===== config.mk =====
export PLATFORM = sky130hd
export DESIGN_NAME = mem_a_loader
export DESIGN_NICKNAME = d
export VERILOG_FILES = /design/src/rtl/mem_a_loader.sv
export SDC_FILE = /design/constraint.sdc
export NUM_CORES = 1
export LEC_CHECK = 0
export ABC_AREA = 1
export CAP_MARGIN = 20
export CORE_ASPECT_RATIO = 0.5
export CORE_MARGIN = 10
export CORE_UTILIZATION = 53
export CTS_BUF_LIST = sky130_fd_sc_hd__clkbuf_2 sky130_fd_sc_hd__clkbuf_4 sky130_fd_sc_hd__clkbuf_8
export CTS_CLUSTER_SIZE = 8
export DETAILED_ROUTE_END_ITERATION = 12
export PLACE_DENSITY = 0.88
export SYNTH_ARGS = -nofsm -noshare
export SYNTH_HDL_FRONTEND = slang
export SYNTH_SLANG_ARGS = --single-unit

===== constraint.sdc =====
create_clock -name clk -period 3 [get_ports clk]
set_input_delay 0.6 -clock clk [delete_from_list [all_inputs] [get_ports clk]]
set_output_delay 0.6 -clock clk [all_outputs]
set_load 0.005 [all_outputs]

===== src/rtl/mem_a_loader.sv =====
// Write-side front end for the systolic A-operand memory: collects a DIM x DIM
// row-major element stream and commits each completed row with a one-cycle write strobe.
module mem_a_loader #(
  parameter int BITS_AB = 8,
  parameter int DIM     = 8
) (
  input  logic                                  clk,
  input  logic                                  rst,
  input  logic                                  start,
  input  logic                                  abort,
  input  logic                                  in_valid,
  input  logic signed [BITS_AB-1:0]             in_data,
  output logic                                  in_ready,
  output logic                                  WrEn,
  output logic [$clog2(DIM)-1:0]                Arow,
  output logic signed [DIM-1:0][BITS_AB-1:0]    Ain,
  output logic                                  busy,
  output logic                                  done,
  output logic [1:0]                            dbg_state
);

  localparam int RW = $clog2(DIM);

  typedef enum logic [1:0] {
    IDLE  = 2'd0,
    FILL  = 2'd1,
    WRITE = 2'd2,
    DONE  = 2'd3
  } state_t;

  state_t                            state_q, state_d;
  logic [RW-1:0]                     row_q, col_q;
  logic signed [DIM-1:0][BITS_AB-1:0] row_buf_q;
  logic                              accept;
  logic                              last_col, last_row;

  // Handshake: an element moves on every cycle where in_valid && in_ready.
  // in_ready is a flop that is high exactly while the FSM sits in FILL; the
  // source may drop in_valid at will and in_data is ignored without in_valid.
  assign accept   = in_valid & in_ready;
  assign last_col = (col_q == RW'(DIM - 1));
  assign last_row = (row_q == RW'(DIM - 1));

  always_comb begin
    state_d = state_q;
    case (state_q)
      IDLE:  if (start) state_d = FILL;
      FILL: begin
        if (abort)                    state_d = IDLE;
        else if (accept && last_col)  state_d = WRITE;
      end
      WRITE: begin
        if (abort)         state_d = IDLE;
        else if (last_row) state_d = DONE;
        else               state_d = FILL;
      end
      DONE:    state_d = IDLE;
      default: state_d = IDLE;
    endcase
  end

  always_ff @(posedge clk) begin
    if (rst) begin
      state_q   <= IDLE;
      row_q     <= '0;
      col_q     <= '0;
      row_buf_q <= '0;
      in_ready  <= 1'b0;
      WrEn      <= 1'b0;
      busy      <= 1'b0;
      done      <= 1'b0;
    end else begin
      state_q  <= state_d;
      // Status outputs are registered from the next state so they line up with it.
      in_ready <= (state_d == FILL);
      WrEn     <= (state_d == WRITE);
      busy     <= (state_d != IDLE);
      done     <= (state_d == DONE);

      if (state_q == IDLE && start) begin
        row_q <= '0;
        col_q <= '0;
      end

      if (state_q == FILL && accept && !abort) begin
        row_buf_q[col_q] <= in_data;
        col_q            <= col_q + 1'b1;
      end

      if (state_q == WRITE && !abort && !last_row) begin
        row_q <= row_q + 1'b1;
        col_q <= '0;
      end
    end
  end

  // The row buffer is presented directly; it is never cleared between rows.
  assign Arow      = row_q;
  assign Ain       = row_buf_q;
  assign dbg_state = state_q;

endmodule


## After elaboration in Yosys (flattened, before gate mapping)

Cells that the tools add are included.

| storage, ports and cells | value |
|---|---|
| bits in registers | 76 |
| bits of input ports | 13 |
| output and inout bits | 73 |
| logic and storage cells | 54 |

| cells by class | value |
|---|---|
| $add $sub $neg | 2 |
| $lt $le $gt $ge | 2 |
| equality and inequality tests | 8 |
| muxes and demuxes | 12 |
| bitwise operators | 1 |
| reductions and logical operators | 14 |

Operators by type and width:

| kind | number |
|---|---|
| 64-bit bitwise mux | 1 |
| 8-bit demux with 3-bit select | 1 |
| 2-bit 2-to-1 mux | 5 |
| 3-bit 2-to-1 mux | 3 |
| 2-bit equality test, second input constant | 4 |
| 8-bit 2-to-1 mux | 1 |
| 2-bit case mux with 4 select lines | 1 |
| 1-bit logical AND | 7 |
| 3-bit by 1-bit adder with 3-bit output, second input constant | 2 |
| 3-bit equality test, second input constant | 2 |
| 2-bit nonzero test | 3 |
| 2-bit by 1-bit equality test with 1-bit output, second input constant | 2 |
| 3-bit by 4-bit < comparator with 1-bit output, second input constant | 1 |
| 3-bit by 1-bit greater-or-equal comparator with 1-bit output, second input constant | 1 |
| 1-bit logical NOT | 2 |
| 2-bit logical NOT | 1 |
| 2-bit OR reduction | 1 |
| 1-bit AND | 1 |

## Depth between registers and ports, before layout

Gate-level depths: netlist of the first run.

| depth | value |
|---|---|
| word-level depth | 6 |
| mapped depth | 8 |
| gate-level depth less buffers | 8 |

## Worst setup path after synthesis of the first run

OpenSTA, ideal clock, no wires.

| timing | value |
|---|---|
| path type | input to register |
| from | input rst |
| to | register busy |
| setup time | 0.128 ns |
| arrival time | 1.303 ns |
| required time | 2.872 ns |
| slack | 1.569 ns |
| cell stages on the path | 5 |
| buffers on the path | 2 |
| path through | buf_2 clkinv_1 clkbuf_1 nand2_1 nand2_1 |

RTL lines:

| item | line | text |
|---|---|---|
| from (decl) | 8 | `input logic rst,` |
| to (signal assigned) | 77 | `busy <= (state_d != IDLE);` |
| to (decl) | 17 | `output logic busy,` |

==> out/results.ini, run 1 <==
[floorplanning]
die_x_um=126
dieArea_um2=9250
start_util_pct=54.8
rows=19
die_height_um=73.2
coreArea_um2=5470
num_io_pins=86

[power]
power_density_nw_per_um2=479
total_power_mw=1.98
power.leakage_nw=1.51
vdd_ir_drop_max_v=0.000316

[global_route]
grt_pass1_vias=2676
grt_pass1_wl_um=13300
grt_remaining_overflow=0
grtUsageTotal_pct=17.6
grt_max_degree=73
antenna_found_initial=0

[cts]
clock_latency_ns=0.35
htreeDepth=3
cts_tree=built
clockBufferDepth=2
post-cts-setup-buffers=0
hold_buffers=0
path_clk_slew_ns=0.08
cts_resized=0
cts_inserted_buffers=9
clock-root-buffer=clkbuf_8
clock_sinks=76

[route]
wl_per_cell_um=14.8
drt_wl_total_um=8240
final_antenna_net_count=0
drt_iter0_drc=212
num_vias=2917
drc=0
via_per_inst=5.25
firstDrtPassIters=5

[placed_design]
hpwl_um=5700
dp.cells=540
place_area_um2=3890
pre_cts_ws_ns=0.755
gp_congestion=0.840
io_buffer_count=85

[worst_setup_path]
end_kind=register
r2r_start=col_q[0]$_SDFFE_PP0P_
critPathKind=primary input to register
critical_path_arrival_ns=2.16
cp_max_fo=28
slowest_stage=clkinv_1
r2r-end=Ain[42]$_SDFFE_PP0P_
path_cells=clkdlybuf4s50_1, clkinv_1, o21ai_0, nor2_1
start_kind=primary input
path_buf_inv=2
crit_cells=4
r2r_setup_slack_ns=1.37
max_stage_delay_ns=0.56
reg2regPathDepth=5
cp_top_family=buffers and inverters
critPathRequiredTime_ns=3.22

[hold_path]
whs_path_depth=2
hp-class=register to register
holdPathEnd=Ain[25]$_SDFFE_PP0P_
hold_start=Ain[25]$_SDFFE_PP0P_

[yosys]
synth.most_common_cell=nand2_1
synth_ff_type=dfxtp_1
yosysWarnings=0
synth_edf_count=0
synth.avg_cell_area_um2=7.59
synth_area_leaders=dfxtp_1, nand3_1, nand2_1
synth_cell_types=21
async_reset_ff_share_pct=0
yosysTopAreaCellShare_pct=50.8
yosys-top-cells-count=nand2_1, dfxtp_1, nand3_1
synth_seq_cells=76
syn-cell-area_um2=3000
seq_area_frac_synth_pct=50.8
yosysTopAreaCell=dfxtp_1
syn_inst=395
syn_nets=412

[cells_and_area]
multi_input_area_um2=1320
seq_area_um2=1520
syn_to_final_growth_pct=37.6
antennaDiodeCount=0
final_cells=556
fillCellCount=427
drive_above_1_share_pct=8.07
stdcell_area_um2=4120
final_nets=495

[sta]
worst_pin_slew_ns=0.702
grt_setup_unrepaired=false
slew_violations=0
finalSetupTns_ns=0
clock_skew_ns=0.0116
setup_slack_ns=1.07
fin_crit_sh_pct=64.5
setup_viol=0
fmax_mhz=517
hold_violations=0
slew_headroom_pct=52.9
min_period_ns=1.93

[run]
cap_violations=0

[status]
status=completed

-- per-stage QoR --
| stage | util [%] | hold slack [ns] |
|---|---|---|
| global placement | 71.2 | 0.449 |
| global route | 75.4 | 0.487 |
| detailed placement | 71.2 | 0.452 |
| CTS | 75.4 | 0.464 |
| finish | 75.4 | 0.463 |
| floorplan | - | 0.457 |
-- tightest hold or removal path: cells and delay by family, from the launching register on --
family             cells  cell delay [ns]
DFF                    1             0.32
and+or+nand+nor        1             0.06
AOI/OAI and AO/OA      1             0.05
-- cells in the final DEF, fill, tap and decap left out, drive strengths merged --
master,count
o21ai,2
inv,23
nor2,67
clkdlybuf4s50,85
buf,2
nand2,88
clkinv,1
nand3,72
a21boi,1
a21oi,45
bufinv,2
dfxtp,76
nor3,2
ha,4
clkinvlp,2
clkbuf,11
-- worst max path at each step --
stage                             from             endpoint  slack [ns]
5_1_grt                            rst      busy$_SDFF_PP0_        0.95
4_1_cts        dbg_state[0]$_SDFF_PP0_         dbg_state[0]        1.06
6_report                           rst  in_ready$_SDFF_PP0_        1.07
2_1_floorplan                      rst      busy$_SDFF_PP0_        1.57
3_5_place_dp                       rst      busy$_SDFF_PP0_        0.75
3_3_place_gp                       rst      busy$_SDFF_PP0_        0.80
-- area by class of cell --
class / instances / area share, %
Clock buffer: 11 / 3.52
Clock inverter: 5 / 2.03
Inverter: 23 / 2.09
Multi-Input combinational cell: 281 / 31.9
Sequential cell: 76 / 36.9
Tap cell: 73 / 2.21
Timing Repair Buffer: 87 / 21.3
-- report_power, final --
group          total (mW)  switching (mW)  internal (mW)
clock network       0.871           0.368          0.503
logic              0.0890          0.0572         0.0318
registers            1.02         0.00341           1.01
total                1.98           0.428           1.55
-- state kept, by name, summed over array words and instances (netlist names) --
name       count
Ain           64
col_q          3
Arow           3
done           1
in_ready       1
busy           1
dbg_state      2
WrEn           1
-- cell families after synthesis --
kind of cell	share of synthesized area, %
buf+inv	5.30
flops	50.8
simple gates	34.2
compound gates	8.10
fa+ha+maj	1.67
-- metal layers --
layer / wire length [um] / track usage [%] / part of all wire (%)
met4: 174 / 7.40 / 2.1
met3: 712 / 6.53 / 8.6
met1: 3420 / 20.5 / 42
met5: 0 / 0 / 0
met2: 3930 / 28.9 / 48
(Power assumes the default switching activity.)
==> inputs of run 2 (changes only) <==
--- a/config.mk
+++ b/config.mk
@@ -9,11 +9,11 @@
 export CAP_MARGIN = 20
 export CORE_ASPECT_RATIO = 0.5
 export CORE_MARGIN = 10
-export CORE_UTILIZATION = 53
+export CORE_UTILIZATION = 49
 export CTS_BUF_LIST = sky130_fd_sc_hd__clkbuf_2 sky130_fd_sc_hd__clkbuf_4 sky130_fd_sc_hd__clkbuf_8
 export CTS_CLUSTER_SIZE = 8
 export DETAILED_ROUTE_END_ITERATION = 12
-export PLACE_DENSITY = 0.88
+export PLACE_DENSITY = 0.82
 export SYNTH_ARGS = -nofsm -noshare
 export SYNTH_HDL_FRONTEND = slang
 export SYNTH_SLANG_ARGS = --single-unit
==> constraint.sdc (replaced) <==
create_clock -name clk -period 1.8 [get_ports clk]
set_input_delay 0.36 -clock clk [delete_from_list [all_inputs] [get_ports clk]]
set_output_delay 0.36 -clock clk [all_outputs]
set_load 0.005 [all_outputs]
==> run 2 against run 1 <==
Effect of this change:
- core utilization is 4.9 points lower
- sequential power is 66% higher
- register-to-register slack worse by 1.2 ns
- cell area increased by 2.7%
- non-clock buffer count rose by 13
- clock skew fell by 0.0043 ns
- highest routed layer unchanged
==> out/results.ini, run 2 (same netlist as run 1, synthesis figures left out) <==
[status]
status=completed

[worst_setup_path]
path_buf_inv=1
end_kind=output pin
cp_top_family=buffers and inverters
critPathKind=register to output pin
start_kind=register
critical_path_arrival_ns=1.29
max_stage_delay_ns=0.54
slowest_stage=clkdlybuf4s50_1
r2r_setup_slack_ns=0.20
path_cells=clkdlybuf4s50_1
critPathRequiredTime_ns=1.44
cp_max_fo=4

[placed_design]
dp.cells=557
io_buffer_count=85
hpwl_um=6120
gp_congestion=0.809

[sta]
fmax_mhz=605
slew_headroom_pct=53.4
hold_ws_ns=0.465
min_period_ns=1.65
worst_pin_slew_ns=0.697
fin_crit_sh_pct=91.8
hold_violations=0
slew_violations=0
clock_skew_ns=0.00737
setup_viol=0
grt_setup_unrepaired=false

[cts]
path_clk_slew_ns=0.07
hold_buffers=0
clock_latency_ns=0.35
cts_inserted_buffers=9
clock_sinks=76
cts_resized=0
htreeDepth=3
post-cts-setup-buffers=0
cts_tree=built
clock-root-buffer=clkbuf_8
clockBufferDepth=2

[floorplanning]
num_io_pins=86
rows=20
die_height_um=75.3
coreArea_um2=6010
dieArea_um2=9840
start_util_pct=49.9
die_x_um=131

[power]
total_power_mw=3.26
vdd_ir_drop_max_v=0.000408
power_density_nw_per_um2=770
power.leakage_nw=1.57

[route]
drc=0
via_per_inst=5.07
wl_per_cell_um=14.7
num_vias=2902
final_antenna_net_count=0
drt_iter0_drc=267
drt_wl_total_um=8420
firstDrtPassIters=4

[cells_and_area]
seq_area_um2=1520
mostFrequentLayoutCells=clkdlybuf4s50_1, nand2_1, dfxtp_1
fillCellCount=513
final_common_cell=clkdlybuf4s50_1
antennaDiodeCount=0
syn_to_final_growth_pct=41.3
multi_input_area_um2=1320
drive_above_1_share_pct=10.3
final_cells=572
final_nets=508
largest_reg_flops=64

[global_route]
grt_pass1_vias=2693
antenna_found_initial=0
grt_max_degree=29
grt_remaining_overflow=0
grtUsageTotal_pct=17.1
grt_pass1_wl_um=13400

[run]
cap_violations=0

[hold_path]
hp-class=register to register

-- run 2: metrics by stage --
step	setup TNS, ns	util (%)	setup WS, ns	cell area, um2
3_5_place_dp	-0.00669	67.0	-0.00454	4020
4_1_cts	0	70.5	0.124	4240
5_1_grt	0	70.5	0.0573	4240
6_report	0	70.5	0.148	4240
2_1_floorplan	0	-	0.546	3000
3_3_place_gp	0	67.0	0.0349	4020
-- run 2: per-layer routing --
| layer | routed length (um) | global-route usage [%] |
|---|---|---|
| met1 | 3700 | 21.3 |
| met2 | 3910 | 27.7 |
| met3 | 739 | 5.97 |
| met4 | 72 | 4.90 |
| met5 | 0 | 0 |
-- run 2: final cells by class --
class	count	share of cell area [%]
clock buffers	9	2.92
clock inverters	6	2.10
inverters	23	2.04
multi-input cells	281	31.1
flip-flops and latches	76	35.9
well taps	77	2.27
repair buffers	100	23.6
-- run 2: path summary, 6_finish.rpt --
path | endpoint | cells past startpoint | from
min | Ain[56]$_SDFFE_PP0P_ | 2 | Ain[56]$_SDFFE_PP0P_
min reg2reg | Ain[56]$_SDFFE_PP0P_ | 2 | Ain[56]$_SDFFE_PP0P_
max | dbg_state[1] | 1 | dbg_state[1]$_SDFF_PP0_
max reg2reg | Ain[52]$_SDFFE_PP0P_ | 5 | col_q[2]$_SDFFE_PP0P_
-- run 2: power breakdown --
group / switching, mW / internal, mW / total (mW)
clock: 0.635 / 0.775 / 1.41
combinational: 0.0976 / 0.0625 / 0.160
sequential: 0.00486 / 1.69 / 1.69
==> inputs of run 3 (changes only) <==
--- a/config.mk
+++ b/config.mk
@@ -13,7 +13,7 @@
 export CTS_BUF_LIST = sky130_fd_sc_hd__clkbuf_2 sky130_fd_sc_hd__clkbuf_4 sky130_fd_sc_hd__clkbuf_8
 export CTS_CLUSTER_SIZE = 8
 export DETAILED_ROUTE_END_ITERATION = 12
-export PLACE_DENSITY = 0.82
+export PLACE_DENSITY = 0.9
 export SYNTH_ARGS = -nofsm -noshare
 export SYNTH_HDL_FRONTEND = slang
 export SYNTH_SLANG_ARGS = --single-unit
==> run 3 against run 2 <==
Effect of this change:
- count of clock-buffer cells in the layout is 1 higher
- die area unchanged
- clock skew up 0.0030 ns
- non-clock buffer count increased by 1
- register-to-register slack improved by 0.12 ns
- combinational power about the same
- cell area shrank 0.21%
- power down 0.65%
- critical endpoint unchanged
==> out/results.ini, run 3 (same netlist as run 1, synthesis figures left out) <==
[floorplanning]
die_height_um=75.3
coreArea_um2=6010
num_io_pins=86
die_x_um=131
dieArea_um2=9840
start_util_pct=49.9
rows=20

[worst_setup_path]
critPathKind=register to output pin
start_kind=register
cp_top_family=buffers and inverters
slowest_stage=clkdlybuf4s50_1
path_cells=clkdlybuf4s50_1
end_kind=output pin
path_buf_inv=1
cp_max_fo=4
r2r_start=col_q[0]$_SDFFE_PP0P_
reg2regPathDepth=6
critPathRequiredTime_ns=1.44
critical_path_arrival_ns=1.30
r2r_setup_slack_ns=0.32
max_stage_delay_ns=0.54
r2r-end=Ain[47]$_SDFFE_PP0P_

[cells_and_area]
seq_area_um2=1520
mostFrequentLayoutCells=clkdlybuf4s50_1, nand2_1, dfxtp_1
stdcell_area_um2=4230
largest_reg_flops=64
final_common_cell=clkdlybuf4s50_1
antennaDiodeCount=0
multi_input_area_um2=1320
syn_to_final_growth_pct=41.0
fillCellCount=452
final_nets=509
final_core_util_pct=70.4
drive_above_1_share_pct=10.5

[route]
drt_iter0_drc=296
drt_wl_total_um=8700
via_per_inst=5.14
final_antenna_net_count=0
wl_per_cell_um=15.2
drc=0
firstDrtPassIters=4
num_vias=2943

[global_route]
grt_max_degree=45
grt_pass1_wl_um=13900
grtUsageTotal_pct=17.7
grt_remaining_overflow=0
antenna_found_initial=0
grt_pass1_vias=2815

[placed_design]
io_buffer_count=85
hpwl_um=6110
place_area_um2=4020
gp_congestion=0.819

[hold_path]
whs_path_depth=2
holdPathEnd=Ain[24]$_SDFFE_PP0P_
hp-class=register to register
hold_start=Ain[24]$_SDFFE_PP0P_

[sta]
min_period_ns=1.66
slew_violations=0
clock_skew_ns=0.0103
slew_headroom_pct=70.7
setup_viol=0
worst_pin_slew_ns=0.440
fmax_mhz=603
grt_setup_unrepaired=false
fin_crit_sh_pct=92.2
hold_violations=0

[power]
power.leakage_nw=1.58
power_density_nw_per_um2=767
vdd_ir_drop_max_v=0.000358
total_power_mw=3.24

[cts]
clockBufferDepth=2
hold_buffers=0
path_clk_slew_ns=0.07
cts_tree=built
post-cts-setup-buffers=0
clock_latency_ns=0.35
cts_inserted_buffers=9
htreeDepth=3
clock-root-buffer=clkbuf_8
clock_sinks=76
cts_resized=0

[status]
status=completed

[run]
cap_violations=0

-- run 3: changes by cell type in the layout (fill, tap and decap cells not counted), sizes merged --
cell      delta
clkbuf       +1
inv          -1
clkinvlp     -1
clkinv       +1
buf          +1
-- run 3: how the worst max path moves through the flow --
stage          slack (ns)  depth (start not counted)                    to               startpoint
6_report             0.14                          1          dbg_state[1]  dbg_state[1]$_SDFF_PP0_
5_1_grt              0.09                          1          dbg_state[0]  dbg_state[0]$_SDFF_PP0_
4_1_cts              0.12                          1          dbg_state[0]  dbg_state[0]$_SDFF_PP0_
3_5_place_dp        -0.05                          8  Ain[29]$_SDFFE_PP0P_                    abort
3_3_place_gp        -0.01                          8  Ain[29]$_SDFFE_PP0P_                    abort
2_1_floorplan        0.55                          7       busy$_SDFF_PP0_    col_q[1]$_SDFFE_PP0P_
-- run 3: through the flow --
step / TNS [ns] / std cells / worst slack (ns) / hold slack [ns]
finish: 0 / 573 / 0.141 / 0.464
global route: 0 / 573 / 0.0911 / 0.489
CTS: 0 / 573 / 0.122 / 0.468
detailed placement: -0.527 / 558 / -0.0500 / 0.458
global placement: -0.142 / 558 / -0.0122 / 0.447
floorplan: 0 / 395 / 0.546 / 0.457
-- run 3: per-layer routing --
metal | vias to the layer above | global-route usage, % | wire length, um
li1 | 1479 | - | -
met3 | 13 | 7.22 | 814
met4 | 0 | 5.88 | 129
met5 | - | 0 | 0
met2 | 100 | 29.5 | 4190
met1 | 1351 | 20.6 | 3570
-- run 3: layout make-up --
type / instances / share of cell area (%)
clock buffers: 10 / 3.11
clock inverters: 5 / 1.84
inverters: 23 / 2.04
multi-input cells: 281 / 31.2
flip-flops and latches: 76 / 36.0
well taps: 77 / 2.28
repair buffers: 101 / 23.6
-- run 3: report_power, final --
group / switching, mW / total, mW / internal (mW)
Sequential: 0.00489 / 1.69 / 1.69
Combinational: 0.0981 / 0.159 / 0.0606
Clock: 0.606 / 1.39 / 0.783
Total: 0.709 / 3.24 / 2.53
